===== config.mk =====
export PLATFORM = sky130hd
export DESIGN_NAME = weight_pp_sched_flat
export DESIGN_NICKNAME = d
export VERILOG_FILES = /design/src/rtl/weight_pp_sched_if.sv /design/src/rtl/weight_pp_sched.sv /design/src/flat_wrapper.sv
export SDC_FILE = /design/constraint.sdc
export NUM_CORES = 1
export LEC_CHECK = 0
export BUFFER_PORTS_ARGS = -buffer_cell sky130_fd_sc_hd__buf_4
export CAP_MARGIN = 5
export CORE_MARGIN = 3
export CORE_UTILIZATION = 45
export CTS_CLUSTER_DIAMETER = 50
export CTS_CLUSTER_SIZE = 10
export DETAILED_ROUTE_END_ITERATION = 6
export GPL_TIMING_DRIVEN = 0
export PLACE_DENSITY = 0.65
export SKIP_LAST_GASP = 1
export SYNTH_ARGS = -nofsm -noshare
export SYNTH_HDL_FRONTEND = slang
export SYNTH_SLANG_ARGS = --single-unit
export TNS_END_PERCENT = 50

===== constraint.sdc =====
create_clock -name clk -period 3.1 [get_ports clk]
set_input_delay 0.62 -clock clk [delete_from_list [all_inputs] [get_ports clk]]
set_output_delay 0.62 -clock clk [all_outputs]
set_load 0.02 [all_outputs]

===== src/rtl/weight_pp_sched_if.sv =====
// weight_pp_sched_if: layer control, loader and MAC array handshakes of the weight ping-pong scheduler
interface weight_pp_sched_if #(
   parameter int TILE_W = 8
);
   logic              layer_start;
   logic [TILE_W-1:0] num_tiles;
   logic              load_done;
   logic              compute_done;
   logic              load_start;
   logic              load_bank;
   logic              comp_start;
   logic              comp_bank;
   logic [1:0]        bank_full;
   logic              busy;
   logic              layer_done;
   modport master (
      output layer_start, num_tiles, load_done, compute_done,
      input  load_start, load_bank, comp_start, comp_bank, bank_full, busy, layer_done
   );
   modport slave (
      input  layer_start, num_tiles, load_done, compute_done,
      output load_start, load_bank, comp_start, comp_bank, bank_full, busy, layer_done
   );
endinterface


===== src/rtl/weight_pp_sched.sv =====
// weight_pp_sched: ping-pong weight bank scheduler overlapping the next tile's load with the current tile's compute
module weight_pp_sched #(
   parameter int TILE_W = 8
) (
   input logic              clk,
   input logic              rst_n,
   weight_pp_sched_if.slave bus
);
   logic [TILE_W-1:0] num_q, num_d, load_cnt_q, load_cnt_d, comp_cnt_q, comp_cnt_d;
   logic [1:0]        full_q, full_d;
   logic              busy_q, busy_d, load_bank_q, load_bank_d, comp_bank_q, comp_bank_d;
   logic              loading_q, loading_d, computing_q, computing_d, ld_prev_q;
   logic              load_start_q, load_start_d, comp_start_q, comp_start_d, done_q, done_d;
   logic              load_fire, comp_fire;
   // a load completes only on a rising load_done while a load is in flight
   assign load_fire = loading_q && bus.load_done && !ld_prev_q;
   assign comp_fire = computing_q && bus.compute_done;
   always_comb begin
      num_d        = num_q;
      load_cnt_d   = load_cnt_q;
      comp_cnt_d   = comp_cnt_q;
      full_d       = full_q;
      busy_d       = busy_q;
      load_bank_d  = load_bank_q;
      comp_bank_d  = comp_bank_q;
      loading_d    = loading_q;
      computing_d  = computing_q;
      load_start_d = 1'b0;
      comp_start_d = 1'b0;
      done_d       = 1'b0;
      if (!busy_q) begin
         if (bus.layer_start) begin
            num_d       = bus.num_tiles;
            busy_d      = bus.num_tiles != '0;
            done_d      = bus.num_tiles == '0;
            load_cnt_d  = '0;
            comp_cnt_d  = '0;
            full_d      = '0;
            load_bank_d = 1'b0;
            comp_bank_d = 1'b0;
            loading_d   = 1'b0;
            computing_d = 1'b0;
         end
      end else begin
         if (load_fire) begin
            full_d[load_bank_q] = 1'b1;
            load_bank_d         = ~load_bank_q;
            load_cnt_d          = load_cnt_q + TILE_W'(1);
            loading_d           = 1'b0;
         end
         if (comp_fire) begin
            full_d[comp_bank_q] = 1'b0;
            comp_bank_d         = ~comp_bank_q;
            comp_cnt_d          = comp_cnt_q + TILE_W'(1);
            computing_d         = 1'b0;
            busy_d              = comp_cnt_d != num_q;
            done_d              = comp_cnt_d == num_q;
         end
         // starts are decided on registered state only, so each start lands one cycle after its enable
         if (!loading_q && load_cnt_q < num_q && !full_q[load_bank_q]) begin
            load_start_d = 1'b1;
            loading_d    = 1'b1;
         end
         if (!computing_q && comp_cnt_q < num_q && full_q[comp_bank_q]) begin
            comp_start_d = 1'b1;
            computing_d  = 1'b1;
         end
      end
   end
   always_ff @(posedge clk or negedge rst_n) begin
      if (!rst_n) begin
         num_q        <= '0;
         load_cnt_q   <= '0;
         comp_cnt_q   <= '0;
         full_q       <= '0;
         busy_q       <= 1'b0;
         load_bank_q  <= 1'b0;
         comp_bank_q  <= 1'b0;
         loading_q    <= 1'b0;
         computing_q  <= 1'b0;
         ld_prev_q    <= 1'b0;
         load_start_q <= 1'b0;
         comp_start_q <= 1'b0;
         done_q       <= 1'b0;
      end else begin
         num_q        <= num_d;
         load_cnt_q   <= load_cnt_d;
         comp_cnt_q   <= comp_cnt_d;
         full_q       <= full_d;
         busy_q       <= busy_d;
         load_bank_q  <= load_bank_d;
         comp_bank_q  <= comp_bank_d;
         loading_q    <= loading_d;
         computing_q  <= computing_d;
         ld_prev_q    <= bus.load_done;
         load_start_q <= load_start_d;
         comp_start_q <= comp_start_d;
         done_q       <= done_d;
      end
   end
   assign bus.load_start = load_start_q;
   assign bus.load_bank  = load_bank_q;
   assign bus.comp_start = comp_start_q;
   assign bus.comp_bank  = comp_bank_q;
   assign bus.bank_full  = full_q;
   assign bus.busy       = busy_q;
   assign bus.layer_done = done_q;
endmodule


===== src/flat_wrapper.sv =====
// flat-port wrapper written by rule: the top's interface ports become plain ports
module weight_pp_sched_flat 
#(
   parameter int TILE_W = 8
)
  (clk, rst_n, bus_layer_start, bus_num_tiles, bus_load_done, bus_compute_done, bus_load_start, bus_load_bank, bus_comp_start, bus_comp_bank, bus_bank_full, bus_busy, bus_layer_done);
  weight_pp_sched_if #(.TILE_W(TILE_W)) bus_i ();
  input logic clk;
  input logic rst_n;
  input wire logic [$bits(bus_i.layer_start)-1:0] bus_layer_start;
  input wire logic [$bits(bus_i.num_tiles)-1:0] bus_num_tiles;
  input wire logic [$bits(bus_i.load_done)-1:0] bus_load_done;
  input wire logic [$bits(bus_i.compute_done)-1:0] bus_compute_done;
  output wire logic [$bits(bus_i.load_start)-1:0] bus_load_start;
  output wire logic [$bits(bus_i.load_bank)-1:0] bus_load_bank;
  output wire logic [$bits(bus_i.comp_start)-1:0] bus_comp_start;
  output wire logic [$bits(bus_i.comp_bank)-1:0] bus_comp_bank;
  output wire logic [$bits(bus_i.bank_full)-1:0] bus_bank_full;
  output wire logic [$bits(bus_i.busy)-1:0] bus_busy;
  output wire logic [$bits(bus_i.layer_done)-1:0] bus_layer_done;
  assign bus_i.layer_start = bus_layer_start;
  assign bus_i.num_tiles = bus_num_tiles;
  assign bus_i.load_done = bus_load_done;
  assign bus_i.compute_done = bus_compute_done;
  assign bus_load_start = bus_i.load_start;
  assign bus_load_bank = bus_i.load_bank;
  assign bus_comp_start = bus_i.comp_start;
  assign bus_comp_bank = bus_i.comp_bank;
  assign bus_bank_full = bus_i.bank_full;
  assign bus_busy = bus_i.busy;
  assign bus_layer_done = bus_i.layer_done;
  weight_pp_sched #(.TILE_W(TILE_W)) u_core (.clk(clk), .rst_n(rst_n), .bus(bus_i));
endmodule

Word level (Yosys, flattened, before mapping)

Index checks and enable logic that the tools add are counted.

Add/sub/neg operators: 2
Reductions and logical operators: 21
Eq/ne operators: 6
Mux-type cells: 39
Bitwise logic cells: 6
Order comparisons: 6

Operator list:

| operator                                                                     | number |
|---|---|
| 8-bit two-way mux                                                            | 5 |
| 1-bit two-way mux                                                            | 27 |
| 8-bit by 1-bit adder with 8-bit output, second input constant                | 2 |
| 8-bit less-than comparator                                                   | 2 |
| 2-bit two-way mux                                                            | 5 |
| 2-bit AND reduction                                                          | 5 |
| 1-bit logical AND                                                            | 9 |
| 8-bit == test                                                                | 1 |
| 8-bit logical NOT                                                            | 1 |
| 8-bit inequality test                                                        | 1 |
| 8-bit nonzero test                                                           | 1 |
| 3-bit inequality test, second input constant                                 | 2 |
| 1-bit logical NOT                                                            | 4 |
| 1-bit by 2-bit less-than comparator with 1-bit output, second input constant | 2 |
| 2-bit inequality test, second input constant                                 | 2 |
| 1-bit NOT                                                                    | 3 |
| 2-bit AND                                                                    | 1 |
| 1-bit demux with 1-bit select                                                | 2 |
| 1-bit >= comparator, second input constant                                   | 2 |
| 2-bit NOT                                                                    | 1 |
| 2-bit OR                                                                     | 1 |
| 2-bit nonzero test                                                           | 1 |

Output and inout port bits: 8
Flip-flop bits (word level): 35

Depth between registers and ports, before layout

Word-level depth: 10
Depth in mapped cells: 7

Worst setup path before layout

No wires, ideal clock.

Path type: flip-flop to flip-flop
Start point: register u_core.comp_cnt_q[0]
End point: register u_core.busy_q (netlist: u_core.bus.busy)
Path buffers: 0
Clock period less this slack: 1.807 ns
Setup slack: 1.293 ns
Stages on the path, launching flop included: 6
Arrival: 1.689 ns
Path through: dfrtp_1 ha_1 xor2_1 or3_1 or3_1 a21o_1

Cells in the longest elaborated chain, start to end: 4

RTL lines:

| element                                | RTL line              | text |
|---|---|---|
| start: declaration                     | weight_pp_sched.sv:9  | `logic [TILE_W-1:0] num_q, num_d, load_cnt_q, load_cnt_d, comp_cnt_q, comp_cnt_d;` |
| start signal: assignment               | weight_pp_sched.sv:88 | `comp_cnt_q <= comp_cnt_d;` |
| 8-bit by 1-bit adder with 8-bit output | weight_pp_sched.sv:54 | `comp_cnt_d = comp_cnt_q + TILE_W'(1);` |
| 8-bit inequality test                  | weight_pp_sched.sv:56 | `busy_d = comp_cnt_d != num_q;` |
| 1-bit two-way mux                      | weight_pp_sched.sv:51 | `if (comp_fire) begin` |
| 1-bit two-way mux                      | weight_pp_sched.sv:31 | `if (!busy_q) begin` |
| named net u_core.busy_d                | weight_pp_sched.sv:11 | `logic busy_q, busy_d, load_bank_q, load_bank_d, comp_bank_q, comp_bank_d;` |
| end signal: assignment                 | weight_pp_sched.sv:90 | `busy_q <= busy_d;` |
| end: declaration                       | weight_pp_sched.sv:11 |  |

The timed path passes the listed nets, and every way through them passes these cells.
A chain may end at the register's enable or synchronous reset.

Worst setup path in the final report

Same ends and word-level chain as after synthesis.

==> results.yml <==
worst_setup_path:
  crit_fanout: 6
  crit_arrival_ps: 2120
  reg2reg_depth: 5
  crit_type: "reg -> reg"
  critPathCaptureType: "register"
  reg2reg_from: "u_core.comp_cnt_q[0]"
  r2r_slack_ps: 1150
  startpoint_type: "register"
  required_ps: 3270
  rr_endpoint: "u_core.bus.busy"
status:
  run_status: "finished, final reports clean"
drt:
  wl_met1_mm: 2.27
  vias: 1683
  post_drt_wl_per_cell_um: 15.0
  drt_iter0_markers: 73
  drc: 0
  first_pass_iters: 4
  wl_met2_mm: 2.06
  via_per_inst: 5.48
  ant_nets: 0
  met3_length_um: 258
  wl_mm: 4.62
  maxUsedRoutingLayer: "met4"
logic_synthesis:
  synth-seq-cells: 35
  ys_warn_count: 0
  synth_xor_area_frac: 0.0340
  seq_area_frac_synth: 0.424
  syn_area_sq_um: 2060
  synth_compound_gate_area_share: 0.170
  synth-simple-area-share: 0.207
  synth_top_family_by_area: "simple AND/OR/NAND/NOR gates"
  yosys.cell_types.count: 39
  syn_inst: 229
  synth.area.mux_share: 0.0249
  synth_nets: 259
  synth.avg_cell_area_sq_um: 9.01
  synthAdderAreaFrac: 0.103
final_layout:
  fillCellCount: 395
  drive_gt1_frac: 0.136
  syn2layout_area_growth_pct: 15.2
  n_antenna_cell: 0
  layout.nets: 286
  mostFrequentLayoutCells: "nand2_1, dfrtp_1, o21ai_0, buf_4, ha_1"
  layout.cells.most_common: "nand2_1"
clocking:
  h-tree-depth: 2
  clk_pin_slew_worst_paths_ps: 70
  clkLatencyLatePin_ps: 290
  clock_path_buffers: 2
  cts_setup_buffers: 0
  root_buffer: "clkbuf_8"
  clock_sink_count: 35
  cts-buffers-inserted: 5
  ctsHoldBuffers: 0
  post_cts_resized: 0
  cts_tree: "built"
placed_design:
  gp_congestion: 0.804
  io_buffer_count: 20
  dp_hpwl_mm: 3.48
global_route:
  grt_pass1_wl_mm: 7.85
  grt_usage: 0.190
  grt_max_degree: 36
  antenna_found_initial: 0
  first_global_vias: 1692
  grt_remaining_overflow: 0
power_and_ir_drop:
  finalPower_w: 0.00154
  internal_power_w: 0.000984
  combPwrFrac: 0.324
  power_frac_clock: 0.240
  p_seq_frac: 0.436
  p_switching_w: 0.000554
  irDropWorstVdd_v: 0.000316
  power.density_nw_per_um2: 647
  switching_share: 0.360
  leakage_nw: 1.14
die:
  top_level_ports: 21
  die_x_um: 73.7
  die-height_um: 73.7
  start_util: 0.491
  fp-row-count: 23
  dieArea_sq_um: 5430
  core-area_sq_um: 4200
timing:
  rsz0062_at_grt: "false"
  worstMarginPinSlew_ps: 599
  post-route-period-util: 0.629
  maxSlewHeadroom: 0.597
  hold_viol_final: 0
  finClkSkew_ps: 7.38
  finalSetupTns_ps: 0
  max_freq_ghz: 0.513
  setup_viol: 0
  slew_violations: 0
  fin_crit_ps: 1950
run:
  drv_cap: 0
min_path:
  hold_class: "in -> async"
==> kinds of logic after synthesis <==
group                      Yosys count
and+or+nand+nor                     90
AOI/OAI and AO/OA                   57
DFF                                 35
buffers and inverters               17
adders and majority gates           17
xor gates and xnor gates             8
muxes                                5
==> per-layer routing <==
metal / vias up / global-route usage
met5: - / 0
met4: 0 / 0.0483
met2: 46 / 0.298
li1: 870 / -
met3: 4 / 0.0492
met1: 763 / 0.260
==> power by group through the flow <==
| stage | sequential [W] | combinational, W | clock [W] |
|---|---|---|---|
| 3_3_place_gp | 0.000678 | 0.000493 | 0 |
| 4_1_cts | 0.000671 | 0.000504 | 0.000376 |
| 6_report | 0.000671 | 0.000499 | 0.000368 |
| 3_5_place_dp | 0.000680 | 0.000501 | 0 |
| 5_1_grt | 0.000684 | 0.000572 | 0.000399 |
| 2_1_floorplan | 0.000694 | 0.000306 | 0 |
==> cell usage after synthesis <==
cell type   n  area (sq um)
a31oi_1     8          50.1
mux2i_1     4          40.0
a21o_1      3          22.5
nor2_1     11          41.3
nor4_1      2          12.5
a22o_1      1          8.76
o211ai_1    2          15.0
nand2_1    40           150
ha_1       17           213
a41oi_1     1          8.76
inv_1      10          37.5
a21oi_1     5          25.0
and3_1      4          25.0
nand3_2     1          10.0
dfrtp_1    35           876
xor2_1      7          61.3
buf_6       1          11.3
a2111oi_0   2          17.5
xnor2_1     1          8.76
nand4b_2    1          15.0
clkbuf_1    4          15.0
mux2_2      1          11.3
o31ai_1     2          15.0
nand2b_1    5          31.3
nand4_1     1          6.26
a31o_2      1          8.76
buf_2       2          10.0
or3_1       2          12.5
nor2b_1     2          12.5
or2_2       1          6.26
o21ai_0    25           125
o21a_1      3          22.5
and2b_1     1          7.51
nand3_1    14          70.1
o31a_1      1          8.76
o41ai_1     1          8.76
nand3b_1    1          7.51
nor3_1      4          20.0
a211oi_1    2          15.0
==> layout make-up <==
cell class	instances	area, sq um	area share
Multi-Input combinational cell	177	1110	0.469
Sequential cell	35	876	0.369
Timing Repair Buffer	20	150	0.0632
Clock buffer	8	100	0.0421
Tap cell	50	62.6	0.0263
Inverter	10	37.5	0.0158
Buffer	7	36.3	0.0153
==> worst max-delay path by stage <==
stage | startpoint | endpoint | slack, ps | cells after the start
global placement | u_core.comp_cnt_q[0] | u_core.bus.busy | 1180 | 5
finish | u_core.comp_cnt_q[0] | u_core.bus.busy | 1150 | 5
detailed placement | u_core.comp_cnt_q[0] | u_core.bus.busy | 1180 | 5
global route | u_core.comp_cnt_q[0] | u_core.bus.busy | 1090 | 5
floorplan | u_core.comp_cnt_q[0] | u_core.bus.busy | 1290 | 5
CTS | u_core.comp_cnt_q[0] | u_core.bus.busy | 1160 | 5
==> critical path, stage by stage, from the launching register on <==
cell	delay (ps)
dfrtp_1	430
ha_1	330
xor2_1	160
or3_1	310
or3_1	420
a21o_1	180
==> flip-flops by register name, summed over array words and instances, names as in the netlist <==
signal / flops
u_core.bus.layer_done: 1
u_core.bus.comp_bank: 1
u_core.bus.busy: 1
u_core.bus.load_start: 1
u_core.loading_q: 1
u_core.comp_cnt_q: 8
u_core.computing_q: 1
u_core.bus.load_bank: 1
u_core.ld_prev_q: 1
u_core.load_cnt_q: 8
u_core.bus.bank_full: 2
u_core.num_q: 8
u_core.bus.comp_start: 1
==> through the flow <==
stage | std cells | utilization | instance area [sq um] | worst slack (ps) | hold slack, ps
after global routing | 307 | 0.566 | 2380 | 1090 | 307
final | 307 | 0.566 | 2380 | 1150 | 284
after floorplan | 229 | - | 2060 | 1290 | 324
after CTS | 307 | 0.566 | 2380 | 1160 | 292
after global placement | 299 | 0.542 | 2280 | 1180 | 472
after detailed placement | 299 | 0.542 | 2280 | 1180 | 473
Note: power is estimated with default switching activity, not from simulation.
